===== src/rtl/wb_regfile_pkg.sv =====
// Shared definitions for the write-back register file slice: default widths,
// the zero word, the NOP register address and write-enable levels.
package wb_regfile_pkg;

  localparam int DATA_W_DEF   = 32;
  localparam int ADDR_W_DEF   = 5;
  localparam int NOP_REG_ADDR = 0;

  localparam logic [DATA_W_DEF-1:0] ZERO_WORD = '0;

  typedef enum logic {
    WRITE_DISABLE = 1'b0,
    WRITE_ENABLE  = 1'b1
  } wr_en_e;

endpackage


===== src/rtl/wb_hilo_reg.sv =====
// HI/LO special-register pair with write-through bypass and async reset.
module wb_hilo_reg
  import wb_regfile_pkg::*;
#(
  parameter int DATA_W = DATA_W_DEF
) (
  input  logic              clk,
  input  logic              rst,
  input  logic [DATA_W-1:0] wb_hi,
  input  logic [DATA_W-1:0] wb_lo,
  input  logic              wb_whilo,
  output logic [DATA_W-1:0] hi_o,
  output logic [DATA_W-1:0] lo_o
);

  localparam logic [DATA_W-1:0] ZERO = DATA_W'(ZERO_WORD);

  logic [DATA_W-1:0] hi;
  logic [DATA_W-1:0] lo;

  always_ff @(posedge clk or posedge rst) begin
    if (rst) begin
      hi <= ZERO;
      lo <= ZERO;
    end else if (wb_whilo == WRITE_ENABLE) begin
      hi <= wb_hi;
      lo <= wb_lo;
    end
  end

  // Bypass is suppressed while reset is held so readers never see stale data.
  always_comb begin
    hi_o = hi;
    lo_o = lo;
    if (rst) begin
      hi_o = ZERO;
      lo_o = ZERO;
    end else if (wb_whilo == WRITE_ENABLE) begin
      hi_o = wb_hi;
      lo_o = wb_lo;
    end
  end

endmodule


===== src/rtl/wb_regfile.sv =====
// Write-back stage GPR file with two bypassed read ports, HI/LO pair and a
// retired-write counter.
module wb_regfile
  import wb_regfile_pkg::*;
#(
  parameter int DATA_W = DATA_W_DEF,
  parameter int ADDR_W = ADDR_W_DEF
) (
  input  logic              clk,
  input  logic              rst,
  input  logic [DATA_W-1:0] wb_wdata,
  input  logic [ADDR_W-1:0] wb_wd,
  input  logic              wb_wreg,
  input  logic [DATA_W-1:0] wb_hi,
  input  logic [DATA_W-1:0] wb_lo,
  input  logic              wb_whilo,
  input  logic              re1,
  input  logic              re2,
  input  logic [ADDR_W-1:0] raddr1,
  input  logic [ADDR_W-1:0] raddr2,
  output logic [DATA_W-1:0] rdata1,
  output logic [DATA_W-1:0] rdata2,
  output logic [DATA_W-1:0] hi_o,
  output logic [DATA_W-1:0] lo_o,
  output logic [31:0]       wr_count
);

  localparam int unsigned       NUM_REGS = 2 ** ADDR_W;
  localparam logic [DATA_W-1:0] ZERO     = DATA_W'(ZERO_WORD);
  localparam logic [ADDR_W-1:0] NOP_ADDR = ADDR_W'(NOP_REG_ADDR);

  logic [DATA_W-1:0] regs [NUM_REGS];
  logic [31:0]       wr_cnt;
  logic              gpr_we;
  logic              hilo_we;

  assign gpr_we   = (wb_wreg == WRITE_ENABLE) && (wb_wd != NOP_ADDR);
  assign hilo_we  = (wb_whilo == WRITE_ENABLE);
  assign wr_count = wr_cnt;

  always_ff @(posedge clk or posedge rst) begin
    if (rst) begin
      for (int unsigned i = 0; i < NUM_REGS; i++) begin
        regs[i] <= ZERO;
      end
    end else if (gpr_we) begin
      regs[wb_wd] <= wb_wdata;
    end
  end

  // A cycle with both write kinds retires as one architectural write.
  always_ff @(posedge clk or posedge rst) begin
    if (rst) begin
      wr_cnt <= '0;
    end else if (gpr_we || hilo_we) begin
      wr_cnt <= wr_cnt + 32'd1;
    end
  end

  function automatic logic [DATA_W-1:0] read_port(input logic re,
                                                  input logic [ADDR_W-1:0] addr);
    logic [DATA_W-1:0] val;
    val = regs[addr];
    if (rst || re != WRITE_ENABLE || addr == NOP_ADDR) begin
      val = ZERO;
    end else if (wb_wreg == WRITE_ENABLE && wb_wd == addr) begin
      val = wb_wdata;
    end
    return val;
  endfunction

  always_comb begin
    rdata1 = read_port(re1, raddr1);
    rdata2 = read_port(re2, raddr2);
  end

  wb_hilo_reg #(
    .DATA_W (DATA_W)
  ) u_hilo (
    .clk      (clk),
    .rst      (rst),
    .wb_hi    (wb_hi),
    .wb_lo    (wb_lo),
    .wb_whilo (wb_whilo),
    .hi_o     (hi_o),
    .lo_o     (lo_o)
  );

endmodule


===== config.mk =====
export PLATFORM = sky130hd
export DESIGN_NAME = wb_regfile
export DESIGN_NICKNAME = d
export VERILOG_FILES = /design/src/rtl/wb_regfile_pkg.sv /design/src/rtl/wb_hilo_reg.sv /design/src/rtl/wb_regfile.sv
export SDC_FILE = /design/constraint.sdc
export NUM_CORES = 2
export LEC_CHECK = 0
export ABC_AREA = 1
export BUFFER_PORTS_ARGS = -buffer_cell sky130_fd_sc_hd__buf_2
export CAP_MARGIN = 30
export CELL_PAD_IN_SITES_DETAIL_PLACEMENT = 0
export CELL_PAD_IN_SITES_GLOBAL_PLACEMENT = 2
export CORE_UTILIZATION = 25
export CTS_CLUSTER_DIAMETER = 40
export DETAILED_ROUTE_END_ITERATION = 10
export PLACE_DENSITY_LB_ADDON = 0.15
export SKIP_CTS_REPAIR_TIMING = 1
export SLEW_MARGIN = 15
export SYNTH_ARGS = -nofsm -noshare
export SYNTH_HDL_FRONTEND = slang
export SYNTH_SLANG_ARGS = --single-unit

===== constraint.sdc =====
create_clock -name clk -period 41.4 [get_ports clk]
set_input_delay 2.07 -clock clk [delete_from_list [all_inputs] [get_ports clk]]
set_output_delay 2.07 -clock clk [all_outputs]
set_load 0.02 [all_outputs]

# Yosys cells after proc, flatten, opt, wreduce, memory -nomap -nowiden
# Index checks and enable logic that the tools add are counted.
[totals]
reg_bits = 1120
in_bits = 117
output_inout_bits = 160
word_cells = 76
[classes]
add_sub_neg = 1
n_lt_le_gt_ge = 4
n_eq_ne = 2
mux = 17
bitwise = 5
reduce_logical = 12
[ops]
columns = ["op", "n"]
rows = [
  ["1024-bit bitwise mux", 1],
  ["32-bit 2-to-1 mux", 13],
  ["32-bit binary-select mux with 5-bit select", 2],
  ["32-bit demux with 5-bit select", 1],
  ["32-bit by 1-bit adder with 32-bit output, second input constant", 1],
  ["6-bit greater-or-equal comparator, second input constant", 3],
  ["5-bit NOT with 6-bit output", 3],
  ["5-bit == test", 2],
  ["5-bit logical NOT", 2],
  ["6-bit by 1-bit less-than comparator with 1-bit output, second input constant", 1],
  ["1-bit logical OR", 5],
  ["5-bit nonzero test", 1],
  ["1-bit logical AND", 4],
  ["1-bit NOT", 2],
]

# Depth between registers and ports, before layout
[depth]
depth_word = 6
mapped_depth = 12
ltp_nobuf = 10

# Hierarchy
# From an unflattened synthesis, not the netlist that was laid out.
[hier_totals]
cells_unflattened = 8993
area_unflattened_um2 = 62391.1
[by_module_without_submodules]
columns = ["module", "n_inst", "cells_per_inst", "area_per_inst_um2", "seq_area_each_um2"]
rows = [
  ["wb_regfile", 1, 8459, 58919.0, 26425.3],
  ["wb_hilo_reg", 1, 534, 3472.1, 1601.5],
]

# Least setup slack after synthesis
# OpenSTA, ideal clock, no wires.
[synth_timing]
kind = "input-to-output"
start = "in rst"
end = "out rdata2[21]"
arrival_time_ns = 30.293
t_required_ns = 39.330
path_slack_ns = 9.037
stages = 6
n_path_buf = 1
cell_sequence = "inv_1 > nand3_1 > inv_1 > clkbuf_1 > o21ai_0 > a21oi_1"
[synth_via]
elab_chain_cells = 3
[synth_lines]
columns = ["item", "line", "text"]
rows = [
  ["start: declaration", "wb_regfile.sv:10", "input logic rst,"],
  ["1-bit logical OR (2 in a row)", "wb_regfile.sv:64", "if (rst || re != WRITE_ENABLE || addr == NOP_ADDR) begin"],
  ["32-bit 2-to-1 mux", "wb_regfile.sv:64", ""],
  ["end: declaration", "wb_regfile.sv:22", "output logic [DATA_W-1:0] rdata2,"],
]
# Every way passes these cells.

# Final worst setup path
[layout_timing]
start = "in raddr2[0]"
end = "out rdata2[23]"
[layout_via]
elab_chain_cells = 6
word_cells_on_any_way = 10
classes_between = "eq/ne (1); mux (5); bitwise (1); reduce/logical (3)"
[layout_lines]
columns = ["item", "line", "text"]
rows = [
  ["start: declaration", "wb_regfile.sv:20", "input logic [ADDR_W-1:0] raddr2,"],
  ["5-bit NOT with 6-bit output (implied by the code)", "wb_regfile.sv:63", "val = regs[addr];"],
  ["32-bit binary-select mux with 5-bit select", "wb_regfile.sv:63", ""],
  ["32-bit 2-to-1 mux (implied by the code) (2 in a row)", "wb_regfile.sv:63", ""],
  ["32-bit 2-to-1 mux", "wb_regfile.sv:66", "end else if (wb_wreg == WRITE_ENABLE && wb_wd == addr) begin"],
  ["32-bit 2-to-1 mux (*)", "wb_regfile.sv:64", ""],
]
# Every way passes the cells marked *; elsewhere a longest branch is shown, timed or not. The select of a mux whose other input is x is not followed.

==> metrics.md <==
| Metric | Value |
|---|---|
| Status | completed |
| R2R depth | 7 |
| Most frequent cell after synthesis | nand2_1 |
| Yosys cell types | 30 |
| Leak | approximately 36 nW |
| Initial Utilization | between 20 and 30% |
| DP Area | ~0.066 mm² |
| Post-layout nets | 9012 |
| Tcrit/Tclk final | approximately 21% |
| Share of layout cells above drive strength 1 | between 10 and 15% |
| Clk pwr share | a little over half |
| Net count after synthesis | around 9000 |
| WHS Path Cells | 0 |
| Post-synth top flop | dfrtp_1 |
| Max cap viols | 0 |
| Post-synthesis cell count | about 8900 |
| WL per Instance | 25.68 µm |
| Post-Place Setup Slack | 32.59 ns |
| CP required | roughly 40 ns |
| Worst min path class | flop to flop |
| Share of the synthesized area in the top cell type | a little under half |
| R2r setup slk | ~40 ns |
| Core Util, Final | roughly a third |
| Hold slack | roughly 0.37 ns |
| Seq pwr share | 31.8% |
| Peak supply drop | around 0.000043 V |
| Post-Route Skew | between 0.006 and 0.007 ns |
| Hold Startpoint | regs[1011]$_DFFE_PP0P_ |
| IO Pins | 277 |
| Critical Path End Type | output port |
| Core area | between 0.2 and 0.25 mm² |
| DIE AREA | around 0.25 mm² |
| Worst path most repeated cell | buf_4 |
| Relative slew slack | between 20 and 30% |
| Slowest stage delay, CP | between 0.7 and 0.8 ns |
| Power after layout | approximately 4.5 mW |
| Flops & latches, synth | 1120 |
| Port bufs | approximately 280 |
| FMAX | about 0.11 GHz |
| Final GP Congestion | 0.7919 |
| FF/Latch Area | around 0.028 mm² |
| Clock-pin slew on the worst setup and hold paths | ~0.040 ns |
| Fin cells | 12360 |
| Final worst setup slack | around 33 ns |
| Synth warnings | 0 |
| Fillcell total | approximately 27000 |
| Antenna Nets Post-Route | 0 |
| Finished Cell Area | 0.07700 mm² |
| Switching Power | ~1.3 mW |
| DRT iter0 DRCs | between 5000 and 6000 |
| Dpl cells | 11800 |
| Post-synthesis sequential area ratio | a little under half |
| Leading area contributor after synthesis | dfrtp_1 |
| Kind of critical path | input pin to output port |
| CTS H-tree lvls | 5 |
| Die Y | 499.1 µm |
| Tightest Pin Transition | 1.095 ns |
| Clock Sinks | about 1100 |
| Die width | between 400 and 500 µm |
| Number of global-route vias before repair | roughly 60000 |
| Internal power | between 3 and 4 mW |
| DP HPWL | 180300 µm |
| Worst Hold End | regs[1011]$_DFFE_PP0P_ |
| Area growth, synth to finish | 24.61% |
| Synthesized area per cell | between 6 and 7 µm² |
| Post-synth ARST share | 100.0% |
| TritonCTS Buffers | around 310 |
| Global-route wire length before repair | approximately 450000 µm |
| Crit path cell chain | buf_8 > buf_4 > buf_4 > buf_4 > buf_4 > nand2_1 > nand3_1 > nand2_1 > nor2_1 > nand2_1 > nand3_1 > nand3_1 > a21oi_1 > buf_2 |
| Critical path's top delay family | buffers and inverters |
| Number of synthesized flops with an enable pin | 0 |
| DRT Wirelength | about 320000 µm |
| Crit path max-delay cell type | buf_4 |
| Final setup viols | 0 |
| DRC Markers | 0 |
| Tmin final | 8.865 ns |
| CP arrival | about 6.8 ns |
| DRT Pass-1 Iters | 5 |
| Net Sw Frac | 29.10% |
| Reg-to-reg startpoint | wr_count[0]$_DFFE_PP0P_ |
| Pwr Density | between 50 and 60 mW/mm² |
| Max Slew Vio Count | 0 |
| Area of the mapped netlist | about 0.062 mm² |
| Via count | between 60000 and 70000 |
| Area contributors post-synth | dfrtp_1 45%, nand2_1 18%, o21ai_0 11% |
| DR vias/cell | approximately 5 |
| Most frequent cells after synthesis | 3015 x nand2_1, 1320 x o21ai_0, 1120 x dfrtp_1, 781 x nand3_1, 622 x clkbuf_1 |
| Initial antenna violation count | 29 |
| Crit path buffers/inverters | 6 |
| Critical Path Start Type | input pin |
| Setup TNS | 0 ns |
| Site row count | 182 |
| CTS tree | yes |
| Clk buf depth | 4 |
| Endpoints failing hold | 0 |
| Reg2Reg Capture Point | wr_count[16]$_DFFE_PP0P_ |
| GRT Overall Usage | 25.07% |
| Largest net degree at the start of global routing | about 150 |
| Clk root buf | clkbuf_16 |
| Remaining Overflow, GRT | 0 |
| Critical-path maximum fanout | 72 |
| Worst skew pair latency | slightly above 0.9 ns |
| Area of the multi-input gates | 0.02946 mm² |
| RSZ-0062 raised after global routing | false |
| Comb pwr share | between 10 and 15% |
[placed cells by master (no fill, tap or decap), types with 12 or more instances in the layout]
| master | synthesis | routed |
|---|---|---|
| nand2_1 | 3015 | 2988 |
| o21ai_0 | 1320 | 1320 |
| dfrtp_1 | 1120 | 1120 |
| nand3_1 | 781 | 779 |
| nor2_1 | 603 | 599 |
| a21oi_1 | 495 | 493 |
| inv_1 | 425 | 414 |
| clkbuf_16 | 0 | 310 |
| buf_2 | 80 | 268 |
| o211ai_1 | 199 | 199 |
| buf_4 | 0 | 152 |
| clkinv_2 | 0 | 62 |
| clkbuf_8 | 0 | 49 |
| bufinv_16 | 0 | 41 |
| nand4_1 | 39 | 39 |
| clkbuf_1 | 622 | 32 |
| o21ai_1 | 30 | 30 |
| nand2_4 | 0 | 25 |
| clkinvlp_4 | 0 | 23 |
| or2_2 | 22 | 22 |
| diode_2 | 0 | 18 |
| buf_16 | 0 | 16 |
| xnor2_1 | 15 | 15 |
| buf_12 | 0 | 13 |
| inv_2 | 8 | 12 |
| nor3_1 | 14 | 12 |
[cells by family after synthesis]
group	share of synthesized area (%)
xor+xnor	0.3260
flops	45.36
fa+ha+maj	0.02025
compound gates	17.46
buf+inv	7.482
simple gates	29.36
[final cells by class]
| class | instances | area share (%) |
|---|---|---|
| Antenna cell | 18 | 0.05850 |
| Clock buffer | 390 | 11.09 |
| Clock inverter | 144 | 2.475 |
| Inverter | 435 | 2.173 |
| Multi-Input combinational cell | 6574 | 38.26 |
| Sequential cell | 1120 | 36.40 |
| Tap cell | 3220 | 5.233 |
| Timing Repair Buffer | 458 | 4.308 |
[power groups by stage]
stage	sequential (mW)	clock (mW)	combinational, mW
global route	1.46	2.54	0.738
detailed placement	1.45	0	0.647
global placement	1.45	0	0.638
CTS	1.43	2.48	0.649
finish	1.44	2.44	0.645
floorplan	1.42	0	0.439
[state kept, by name, indices dropped and copies added, names as in the netlist]
signal,flops
u_hilo.lo,32
wr_count,32
u_hilo.hi,32
regs,1024
[how the worst max path moves through the flow]
stage | from | endpoint | slack, ns | cells after the start
final | raddr2[0] | rdata2[23] | 32.53 | 14
after global placement | raddr2[0] | rdata2[23] | 32.58 | 14
after CTS | raddr2[0] | rdata2[23] | 32.58 | 14
after global routing | raddr2[0] | rdata2[23] | 32.30 | 14
after detailed placement | raddr2[0] | rdata2[23] | 32.59 | 14
after floorplan | rst | regs[0]$_DFFE_PP0P_ | 7.76 | 1
[routing by layer]
| layer | wire length (µm) | global-route usage (%) | vias up |
|---|---|---|---|
| met2 | 146000 | 40.63 | 1922 |
| met4 | 10120 | 8.096 | 6 |
| li1 | - | - | 29140 |
| met1 | 145700 | 34.29 | 30600 |
| met3 | 15550 | 3.292 | 518 |
| met5 | 39 | 0 | - |
Note: power is estimated with default switching activity, not from simulation.
